File: config.mk
export PLATFORM = sky130hd
export DESIGN_NAME = fsa_bank_ctl
export DESIGN_NICKNAME = d
export VERILOG_FILES = /design/src/rtl/fsa_bank_ctl.sv
export SDC_FILE = /design/constraint.sdc
export NUM_CORES = 1
export LEC_CHECK = 0
export CAP_MARGIN = 20
export CORE_UTILIZATION = 35
export DETAILED_ROUTE_END_ITERATION = 10
export SLEW_MARGIN = 20
export SYNTH_ARGS = -nofsm -noshare
export SYNTH_HDL_FRONTEND = slang
export SYNTH_SLANG_ARGS = --single-unit
File: constraint.sdc
create_clock -name clk -period 3 [get_ports clk]
set_clock_uncertainty 0.2 [all_clocks]
set_input_delay 0.75 -clock clk [delete_from_list [all_inputs] [get_ports clk]]
set_output_delay 0.75 -clock clk [all_outputs]
set_load 0.02 [all_outputs]
File: src/rtl/fsa_bank_ctl.sv
// Double-buffer bank scheduler between the column writer and the fsa stream reader.
// Owns bank states, issues wr_start/fsync, and counts dropped frames and missed requests.
module fsa_bank_ctl #(
  parameter int unsigned C_IMG_HW = 12,
  parameter int unsigned C_IMG_WW = 12,
  parameter int unsigned C_CNT_W  = 16
) (
  input  logic                clk,
  input  logic                resetn,
  input  logic [C_IMG_HW-1:0] cfg_height,
  input  logic [C_IMG_WW-1:0] cfg_width,
  input  logic                wr_done,
  output logic                wr_start,
  output logic                wr_bank,
  output logic                wr_active,
  input  logic                frame_req,
  input  logic                rd_done,
  output logic                fsync,
  output logic                rd_bank,
  output logic                rd_active,
  output logic [C_IMG_HW-1:0] height,
  output logic [C_IMG_WW-1:0] width,
  output logic [C_CNT_W-1:0]  drop_cnt,
  output logic [C_CNT_W-1:0]  miss_cnt,
  output logic                err
);

  typedef enum logic [1:0] {
    B_FREE    = 2'd0,
    B_WRITING = 2'd1,
    B_READY   = 2'd2,
    B_READING = 2'd3
  } bank_st_e;

  bank_st_e             bank_q [2];
  bank_st_e             bank_d [2];
  logic                 wr_start_q, wr_start_d;
  logic                 wr_bank_q, wr_bank_d;
  logic                 wr_active_q, wr_active_d;
  logic                 fsync_q, fsync_d;
  logic                 rd_bank_q, rd_bank_d;
  logic                 rd_active_q, rd_active_d;
  logic [C_IMG_HW-1:0]  height_q, height_d;
  logic [C_IMG_WW-1:0]  width_q, width_d;
  logic [C_CNT_W-1:0]   drop_cnt_q, drop_cnt_d;
  logic [C_CNT_W-1:0]   miss_cnt_q, miss_cnt_d;
  logic                 err_q, err_d;

  logic                 any_ready_c, any_free_c;
  logic                 rd_accept_c, rd_sel_c;
  logic                 wr_other_c;

  always_comb begin
    any_ready_c = (bank_q[0] == B_READY) || (bank_q[1] == B_READY);
    any_free_c  = (bank_q[0] == B_FREE)  || (bank_q[1] == B_FREE);
    wr_other_c  = ~wr_bank_q;
  end

  // Next-state: reader first, so a READY bank taken this cycle is never also dropped.
  always_comb begin
    bank_d      = bank_q;
    wr_start_d  = 1'b0;
    wr_bank_d   = wr_bank_q;
    wr_active_d = wr_active_q;
    fsync_d     = 1'b0;
    rd_bank_d   = rd_bank_q;
    rd_active_d = rd_active_q;
    height_d    = height_q;
    width_d     = width_q;
    drop_cnt_d  = drop_cnt_q;
    miss_cnt_d  = miss_cnt_q;
    err_d       = err_q;
    rd_accept_c = 1'b0;
    rd_sel_c    = 1'b0;

    if (frame_req) begin
      if (!rd_active_q && any_ready_c) begin
        rd_accept_c = 1'b1;
        rd_sel_c    = (bank_q[0] == B_READY) ? 1'b0 : 1'b1;
      end else begin
        miss_cnt_d = miss_cnt_q + C_CNT_W'(1);
      end
    end

    if (rd_accept_c) begin
      bank_d[rd_sel_c] = B_READING;
      rd_bank_d        = rd_sel_c;
      rd_active_d      = 1'b1;
      height_d         = cfg_height;
      width_d          = cfg_width;
      fsync_d          = 1'b1;
    end

    if (rd_done) begin
      if (rd_active_q) begin
        bank_d[rd_bank_q] = B_FREE;
        rd_active_d       = 1'b0;
      end else begin
        err_d = 1'b1;
      end
    end

    if (wr_done && !wr_active_q) begin
      err_d = 1'b1;
    end

    if (wr_done && wr_active_q) begin
      bank_d[wr_bank_q] = B_READY;
      wr_active_d       = 1'b0;
      // Newest frame wins: discard an unread older frame
      if (bank_q[wr_other_c] == B_READY && !(rd_accept_c && rd_sel_c == wr_other_c)) begin
        bank_d[wr_other_c] = B_FREE;
        drop_cnt_d         = drop_cnt_q + C_CNT_W'(1);
      end
    end else if (!wr_active_q && any_free_c) begin
      wr_bank_d   = (bank_q[0] == B_FREE) ? 1'b0 : 1'b1;
      bank_d[wr_bank_d] = B_WRITING;
      wr_active_d = 1'b1;
      wr_start_d  = 1'b1;
    end
  end

  always_ff @(posedge clk) begin
    if (!resetn) begin
      bank_q[0]   <= B_FREE;
      bank_q[1]   <= B_FREE;
      wr_start_q  <= 1'b0;
      wr_bank_q   <= 1'b0;
      wr_active_q <= 1'b0;
      fsync_q     <= 1'b0;
      rd_bank_q   <= 1'b0;
      rd_active_q <= 1'b0;
      height_q    <= '0;
      width_q     <= '0;
      drop_cnt_q  <= '0;
      miss_cnt_q  <= '0;
      err_q       <= 1'b0;
    end else begin
      bank_q[0]   <= bank_d[0];
      bank_q[1]   <= bank_d[1];
      wr_start_q  <= wr_start_d;
      wr_bank_q   <= wr_bank_d;
      wr_active_q <= wr_active_d;
      fsync_q     <= fsync_d;
      rd_bank_q   <= rd_bank_d;
      rd_active_q <= rd_active_d;
      height_q    <= height_d;
      width_q     <= width_d;
      drop_cnt_q  <= drop_cnt_d;
      miss_cnt_q  <= miss_cnt_d;
      err_q       <= err_d;
    end
  end

  assign wr_start  = wr_start_q;
  assign wr_bank   = wr_bank_q;
  assign wr_active = wr_active_q;
  assign fsync     = fsync_q;
  assign rd_bank   = rd_bank_q;
  assign rd_active = rd_active_q;
  assign height    = height_q;
  assign width     = width_q;
  assign drop_cnt  = drop_cnt_q;
  assign miss_cnt  = miss_cnt_q;
  assign err       = err_q;

endmodule

# Word-level counts from Yosys, hierarchy flattened
# Index checks and enable logic that the tools add are counted.
# totals
regBits	67
input_bits	29
elab_cells	107
# op_classes
n_addsub	2
n_lt_le_gt_ge	10
eq_ne	5
n_mux	33
bitwise	20
n_reduce_logical	24
# op_table
operator	n
adder 16 x 1 -> 16 bit (second input constant)	2
2-to-1 mux 4 bit	6
2-to-1 mux 2 bit	8
2-to-1 mux 1 bit	14
logical AND 1 bit	11
demux 2 bit (select 1 bit)	5
greater-or-equal comparator 2 bit (second input constant)	5
less-than comparator 2 x 1 -> 1 bit (second input constant)	5
inverter 1 -> 2 bit	5
bitwise AND 4 bit	2
inverter 4 bit	2
AND reduction 2 bit	4
equality test 2 bit (second input constant)	3
bitwise AND 2 bit	2
logical NOT 2 bit	2
inverter 1 bit	4
inverter 2 bit	2
OR 2 bit	2
OR 4 bit	1
logical NOT 1 bit	3
logical OR 1 bit	2
!= test 2 x 1 -> 1 bit (second input constant)	1
nonzero test 2 bit	1
OR reduction 2 bit	1
equality test 1 bit	1

# Depth between registers and ports, before layout
# Gate-level depths: netlist of the first run.
# logic_depth
ltp_word	19
ltp_mapped	7
mapped_depth_nobuf	5

# Least setup slack after synthesis of the first run
# Ideal clock, no wire load.
# synth_path
path_type	input to register
from	in frame_req
to	reg drop_cnt_q[14] (netlist: drop_cnt[14])
setup_ns	0.070
t_arrival_ns	2.210
slack_ns	0.520
stages	6
n_path_buf	1
cell_sequence	buf_2 > nand2b_4 > nand3_2 > a2111o_1 > or4_1 > a21boi_1
# synth_between
elab_chain_len	6
word_cells_on_any_way	7
classes_between	1 x eq/ne; 2 x mux; 4 x reduce/logical
# synth_rtl
item	line_no	rtl
start: declaration	16	input logic frame_req,
2-to-1 mux 1 bit	76	if (frame_req) begin
equality test 1 bit	111	if (bank_q[wr_other_c] == B_READY && !(rd_accept_c && rd_sel_c == wr_other_c)) begin
logical AND 1 bit (*)	111	
logical NOT 1 bit (*)	111	
logical AND 1 bit (*)	111	
AND reduction 2 bit (no source line) (*)	--	
end signal: assignment	149	drop_cnt_q <= drop_cnt_d;
end: declaration	45	logic [C_CNT_W-1:0] drop_cnt_q, drop_cnt_d;
# Every way passes the cells marked *; elsewhere a longest branch is shown, timed or not.
# A chain may end at the register's enable or synchronous reset.

# Worst setup path in the final report of the first run
# Ends and elaborated chain as after synthesis.

==> flow_summary_export.csv, run 1 <==
group,metric,value,unit
status,run_status,"completed",
sta,maxClockFrequency,385,MHz
synthesis,syn_inst,334,
placement,dp_hpwl,4830,um
final_layout,final_cell_mix,"sky130_fd_sc_hd__clkdlybuf4s50_1, sky130_fd_sc_hd__nand2_1, sky130_fd_sc_hd__dfxtp_1, sky130_fd_sc_hd__a21boi_0, sky130_fd_sc_hd__and2_1",
hold_path,timing.hold.worst_path_depth,2,
synthesis,net_count_synth,365,
sta,hold_viol_final,0,
sta,worst_hold_slack,0.260,ns
clock_tree,numCtsBuffers,9,
clock_tree,cts.repair_timing.setup_buffer_count,0,
worst_setup_path,critPathKind,"primary input to register",
final_layout,layout-drive-gt1-share,0.0605,
sta,final_min_period_over_clock_period,0.866,
synthesis,yosysWarningCount,0,
floorplanning,fp.dieW,94.1,um
global_routing,initial_antenna_violation_count,0,
synthesis,async_flop_share,0,
placement,placement.io_buffers,91,
routing,drt_pass1_iterations,4,
final_layout,fin_nets,457,
worst_setup_path,worstSetupStartpointType,"primary input",
run,timing.max_cap.violations,0,
clock_tree,post_cts.resized_instances,0,
clock_tree,cts-hold-fix-buffers,0,
routing,dr_total_vias,2636,
clock_tree,cts_htree_levels,3,
global_routing,grt_usage,0.168,
sta,fin_tns_setup,0,ns
clock_tree,cts_max_path_buffers,2,
floorplanning,floorplan.initialDensity,0.361,
final_layout,insertedDiodeCount,0,
floorplanning,core-area,8220,um2
sta,transition_time_at_the_pin_with_the_least_slew_margin,0.818,ns
placement,numPlacedInstances,520,
sta,slew_violations,0,
final_layout,final_cell_count_no_fill,535,
clock_tree,clock-sinks,67,
floorplanning,die_height,94.1,um
synthesis,yosys_register_bits,67,
clock_tree,clock_tree_from_tritoncts,"done",
floorplanning,area_enclosed_by_the_die_boundary,8860,um2
routing,detail_route.wirelength,7000,um
pwr,power_density,468,nW/um2
synthesis,yosysUniqueCellTypes,48,
clock_tree,cts-root-buf,"sky130_fd_sc_hd__clkbuf_8",
placement,global_placement_routability_congestion,0.762,
synthesis,synth.avg_cell_area,8.89,um2
global_routing,grt_overflow,0,
clock_tree,clock_latency_late_sink,0.33,ns
final_layout,mostFrequentLayoutCell,"sky130_fd_sc_hd__clkdlybuf4s50_1",
synthesis,synth_enable_flop_cells,0,
clock_tree,worst_setup_hold_path_clk_slew,0.07,ns
synthesis,synth-main-ff-cell,"sky130_fd_sc_hd__dfxtp_1",
sta,worst_slew_margin_rel,0.454,
worst_setup_path,critical_path.endpoint_type,"register",
synthesis,seq_area_frac_synth,0.452,
routing,wire_per_inst,13.1,um
pwr,irDropWorstVdd,0.300,mV
worst_setup_path,worst_ep_required_time,3.07,ns
routing,drt_iter0_markers,54,
global_routing,first_pass_grt_wire_length,11600,um
pwr,leakage_power_summed_over_all_cells,1.55,nW
worst_setup_path,ff2ff_setup_slack,0.68,ns
final_layout,syn2layout_area_growth,40.7,%
floorplanning,rows,33,
worst_setup_path,critPathMaxFanout,8,
floorplanning,num_io_pins,92,
sta,setup_failing_eps_final,0,
synthesis,synthesis.area,2970,um2
worst_setup_path,cp_data_arrival_time,2.67,ns
global_routing,grt_start_max_net_pins,34,
sta,layout_min_cycle_time,2.60,ns
global_routing,grt_pass1_vias,2475,
routing,drc,0,
routing,ant_nets,0,
sta,rsz0062_at_grt,"no",
worst_setup_path,reg2regPathDepth,5,
routing,drt-vias-per-instance,4.93,
hold_path,worst_hold_path_type,"register to register",
==> cells in the mapped netlist, types with 4 or more instances <==
| cell | number | share of area |
|---|---|---|
| sky130_fd_sc_hd__and3_1 | 4 | 0.0084 |
| sky130_fd_sc_hd__a21oi_1 | 5 | 0.0084 |
| sky130_fd_sc_hd__o21ai_0 | 4 | 0.0067 |
| sky130_fd_sc_hd__xor2_1 | 15 | 0.044 |
| sky130_fd_sc_hd__and2_1 | 25 | 0.053 |
| sky130_fd_sc_hd__nor4_1 | 8 | 0.017 |
| sky130_fd_sc_hd__inv_1 | 4 | 0.0051 |
| sky130_fd_sc_hd__a21boi_0 | 27 | 0.068 |
| sky130_fd_sc_hd__xnor2_1 | 7 | 0.021 |
| sky130_fd_sc_hd__dfxtp_1 | 67 | 0.45 |
| sky130_fd_sc_hd__nand2b_1 | 6 | 0.013 |
| sky130_fd_sc_hd__clkbuf_1 | 12 | 0.015 |
| sky130_fd_sc_hd__nand3_1 | 12 | 0.020 |
| sky130_fd_sc_hd__mux2i_1 | 6 | 0.020 |
| sky130_fd_sc_hd__and4_1 | 4 | 0.012 |
| sky130_fd_sc_hd__nor2_1 | 8 | 0.010 |
| sky130_fd_sc_hd__nand4_1 | 7 | 0.015 |
| sky130_fd_sc_hd__nand2_1 | 68 | 0.086 |
| sky130_fd_sc_hd__a2111oi_0 | 5 | 0.015 |
==> registers in the layout, summed over array words and instances, names as in the netlist <==
name       flops
bank_q         4
drop_cnt      16
err            1
fsync          1
height        12
miss_cnt      16
rd_active      1
rd_bank        1
width         12
wr_active      1
wr_bank        1
wr_start       1
==> routing by layer <==
layer,routed length [um],vias to the layer above,track usage,share of wire
li1,-,1339,-,-
met1,3180,1214,0.204,0.45
met2,3140,73,0.262,0.45
met3,576,10,0.0752,0.082
met4,97,0,0.0577,0.014
met5,0,-,0,0
==> final cells by class <==
| cell class | count | area [um2] |
|---|---|---|
| clock buffers | 13 | 159 |
| multi-input cells | 246 | 1540 |
| fillers | 787 | 4040 |
| inverters | 5 | 18.8 |
| clock inverters | 2 | 35.0 |
| flip-flops and latches | 67 | 1340 |
| repair buffers | 97 | 951 |
| well taps | 105 | 131 |
==> critical path: stages <==
cell and delay, ns:
sky130_fd_sc_hd__clkdlybuf4s50_1 0.47, sky130_fd_sc_hd__nand2b_4 0.15, sky130_fd_sc_hd__o211ai_4 0.13, sky130_fd_sc_hd__a2111o_1 0.53, sky130_fd_sc_hd__or4_1 0.49, sky130_fd_sc_hd__a21boi_1 0.14
==> per-stage QoR <==
step / util / worst slack [ns] / cell area, um2 / total power, mW
detailed placement: 0.485 / 0.0756 / 3980 / 1.22
floorplan: - / 0.520 / 2970 / 1.10
CTS: 0.508 / 0.427 / 4180 / 1.99
finish: 0.508 / 0.402 / 4180 / 1.96
global route: 0.508 / 0.352 / 4180 / 2.05
global placement: 0.485 / 0.0731 / 3980 / 1.22
==> final timing paths <==
| kind | start | end |
|---|---|---|
| min | width[7]$_SDFFE_PN0N_ | width[7]$_SDFFE_PN0N_ |
| max | frame_req | drop_cnt[14]$_SDFFE_PN0P_ |
| min reg2reg | width[7]$_SDFFE_PN0N_ | width[7]$_SDFFE_PN0N_ |
| max reg2reg | rd_active$_SDFF_PN0_ | drop_cnt[14]$_SDFFE_PN0P_ |
==> cell families after synthesis <==
family / count (synthesis) / share of synthesized area
flip-flops: 67 / 0.452
buffers and inverters: 21 / 0.0308
AND/OR/NAND/NOR: 158 / 0.274
AO/OA/AOI/OAI: 58 / 0.150
multiplexers: 6 / 0.0202
XOR/XNOR: 22 / 0.0649
adder cells (fa/ha/maj): 2 / 0.00843
==> power breakdown <==
part / internal (mW) / leakage (nW) / switching (mW)
registers: 0.920 / 0.543 / 0.0314
clock network: 0.425 / 0.0995 / 0.332
logic: 0.121 / 0.906 / 0.125
total: 1.47 / 1.55 / 0.489
Power figures use the tool's default switching activity.
==> inputs of run 2 (changes only) <==
--- a/config.mk
+++ b/config.mk
@@ -6,8 +6,11 @@
 export NUM_CORES = 1
 export LEC_CHECK = 0
 export CAP_MARGIN = 20
+export CORE_MARGIN = 3
 export CORE_UTILIZATION = 35
 export DETAILED_ROUTE_END_ITERATION = 10
+export GPL_TIMING_DRIVEN = 0
+export REMOVE_ABC_BUFFERS = 1
 export SLEW_MARGIN = 20
 export SYNTH_ARGS = -nofsm -noshare
 export SYNTH_HDL_FRONTEND = slang
==> run 2 against run 1 <==
Against the previous run:
- global-route usage fell by 1.5 points
- clock power fell by 17%
- worst setup slack got worse by 0.26 ns
- total power fell by 6.3%
- via count fell by 0.11%
- critical path depth did not move
- cell count fell by 1.1%
- critical path type unchanged
- largest cell class unchanged
==> flow_summary_export.csv, run 2 (synthesis results as in run 1) <==
group,metric,value,unit
global_routing,first_pass_grt_wire_length,12100,um
floorplanning,num_io_pins,92,
sta,hold_viol_final,0,
worst_setup_path,r2r_end,"drop_cnt[14]$_SDFFE_PN0P_",
clock_tree,worst_setup_hold_path_clk_slew,0.07,ns
final_layout,fin_nets,453,
placement,place_area,3990,um2
routing,drc,0,
clock_tree,numCtsBuffers,9,
routing,detail_route.wirelength,7270,um
pwr,irDropWorstVdd,0.317,mV
floorplanning,core-area,7970,um2
floorplanning,floorplan.initialDensity,0.373,
sta,worst_slew_margin_rel,0.462,
worst_setup_path,critPathMaxFanout,9,
clock_tree,cts_max_path_buffers,2,
status,run_status,"completed",
worst_setup_path,crit-reg2reg-launch,"rd_active$_SDFF_PN0_",
final_layout,finalInstanceArea,4140,um2
floorplanning,die_height,98.1,um
sta,slew_violations,0,
routing,drt_iter0_markers,50,
global_routing,grt_overflow,0,
global_routing,grt_pass1_vias,2553,
pwr,leakage_power_summed_over_all_cells,1.52,nW
worst_setup_path,critPathKind,"primary input to register",
routing,wire_per_inst,13.7,um
routing,ant_nets,0,
clock_tree,cts-hold-fix-buffers,0,
sta,worst_hold_slack,0.262,ns
clock_tree,clock_tree_from_tritoncts,"done",
clock_tree,post_cts.resized_instances,0,
sta,final_min_period_over_clock_period,0.954,
pwr,power_density,442,nW/um2
hold_path,endpoint_of_the_worst_hold_path,"width[8]$_SDFFE_PN0N_",
routing,met3_length,627,um
floorplanning,fp.dieW,98.1,um
worst_setup_path,critical_path.endpoint_type,"register",
sta,rsz0062_at_grt,"no",
global_routing,initial_antenna_violation_count,0,
worst_setup_path,cp_data_arrival_time,2.93,ns
worst_setup_path,worstSetupStartpointType,"primary input",
worst_setup_path,ff2ff_setup_slack,0.61,ns
worst_setup_path,worst_ep_required_time,3.07,ns
final_layout,final_util,0.520,
pwr,total_power,1.83,mW
final_layout,insertedDiodeCount,0,
sta,transition_time_at_the_pin_with_the_least_slew_margin,0.807,ns
worst_setup_path,reg2regPathDepth,5,
sta,setup_failing_eps_final,0,
final_layout,final_cell_mix,"sky130_fd_sc_hd__clkdlybuf4s50_1, sky130_fd_sc_hd__nand2_1, sky130_fd_sc_hd__dfxtp_1, sky130_fd_sc_hd__a21boi_0, sky130_fd_sc_hd__and2_1",
clock_tree,cts-root-buf,"sky130_fd_sc_hd__clkbuf_8",
global_routing,grt_usage,0.153,
hold_path,timing.hold.worst_path_depth,2,
floorplanning,area_enclosed_by_the_die_boundary,9620,um2
hold_path,worst_hold_path_type,"register to register",
global_routing,grt_start_max_net_pins,38,
routing,wl_met1,3320,um
hold_path,hold_start,"width[8]$_SDFFE_PN0N_",
final_layout,syn2layout_area_growth,39.5,%
clock_tree,cts_htree_levels,3,
placement,placement.io_buffers,91,
sta,layout_min_cycle_time,2.86,ns
clock_tree,clock_latency_late_sink,0.34,ns
sta,fin_tns_setup,0,ns
clock_tree,clock-sinks,67,
placement,dp_hpwl,4890,um
sta,maxClockFrequency,349,MHz
floorplanning,rows,32,
final_layout,mostFrequentLayoutCell,"sky130_fd_sc_hd__clkdlybuf4s50_1",
routing,drt-vias-per-instance,4.98,
routing,dr_wl_met2,3230,um
placement,global_placement_routability_congestion,0.801,
run,timing.max_cap.violations,0,
routing,dr_total_vias,2633,
final_layout,layout-drive-gt1-share,0.0492,
routing,drt_pass1_iterations,4,
clock_tree,cts.repair_timing.setup_buffer_count,0,
routing,top_layer,"met4",
==> run 2: cell types whose count changed in the layout (fill, tap and decap cells not counted), moves of 2 or more <==
cell | before | now
sky130_fd_sc_hd__buf_4 | 6 | 0
sky130_fd_sc_hd__clkbuf_1 | 2 | 4
sky130_fd_sc_hd__clkbuf_8 | 11 | 9
sky130_fd_sc_hd__clkinv_2 | 1 | 3
==> run 2: layout make-up <==
| class | instances | area [um2] |
|---|---|---|
| Multi-Input combinational cell | 246 | 1550 |
| Inverter | 5 | 18.8 |
| Timing Repair Buffer | 93 | 953 |
| Clock buffer | 13 | 139 |
| Tap cell | 102 | 128 |
| Clock inverter | 3 | 15.0 |
| Sequential cell | 67 | 1340 |
| Fill cell | 778 | 3820 |
==> run 2: worst max-delay path, stage by stage <==
cell	delay [ns]
sky130_fd_sc_hd__clkdlybuf4s50_1	0.59
sky130_fd_sc_hd__nand2b_4	0.22
sky130_fd_sc_hd__nand3_2	0.19
sky130_fd_sc_hd__a2111o_1	0.53
sky130_fd_sc_hd__or4_1	0.50
sky130_fd_sc_hd__a21boi_1	0.14
==> run 2: metal layers <==
metal | vias to the layer above | track usage
li1 | 1333 | -
met3 | 9 | 0.0714
met4 | 0 | 0.0469
met5 | - | 0
met1 | 1213 | 0.180
met2 | 78 | 0.249
==> run 2: per-stage QoR <==
stage,worst slack [ns],std cells
final,0.137,529
after global routing,0.000371,529
after CTS,0.161,529
after detailed placement,-0.201,513
after global placement,-1.01,511
after floorplan,0.540,318
==> run 2: how the worst max path moves through the flow <==
stage / slack (ns) / start / cells past startpoint / end
floorplan: 0.54 / frame_req / 4 / bank_q[2]$_SDFF_PN0_
global placement: -1.01 / frame_req / 5 / bank_q[2]$_SDFF_PN0_
detailed placement: -0.20 / frame_req / 6 / drop_cnt[14]$_SDFFE_PN0P_
CTS: 0.16 / frame_req / 6 / drop_cnt[14]$_SDFFE_PN0P_
global route: 0.0004 / frame_req / 6 / drop_cnt[14]$_SDFFE_PN0P_
finish: 0.14 / frame_req / 6 / drop_cnt[14]$_SDFFE_PN0P_
==> run 2: report_power, final <==
part | switching (mW) | internal (mW) | total, mW
sequential | 0.0300 | 0.920 | 0.950
combinational | 0.127 | 0.124 | 0.252
clock | 0.333 | 0.297 | 0.631
total | 0.491 | 1.34 | 1.83
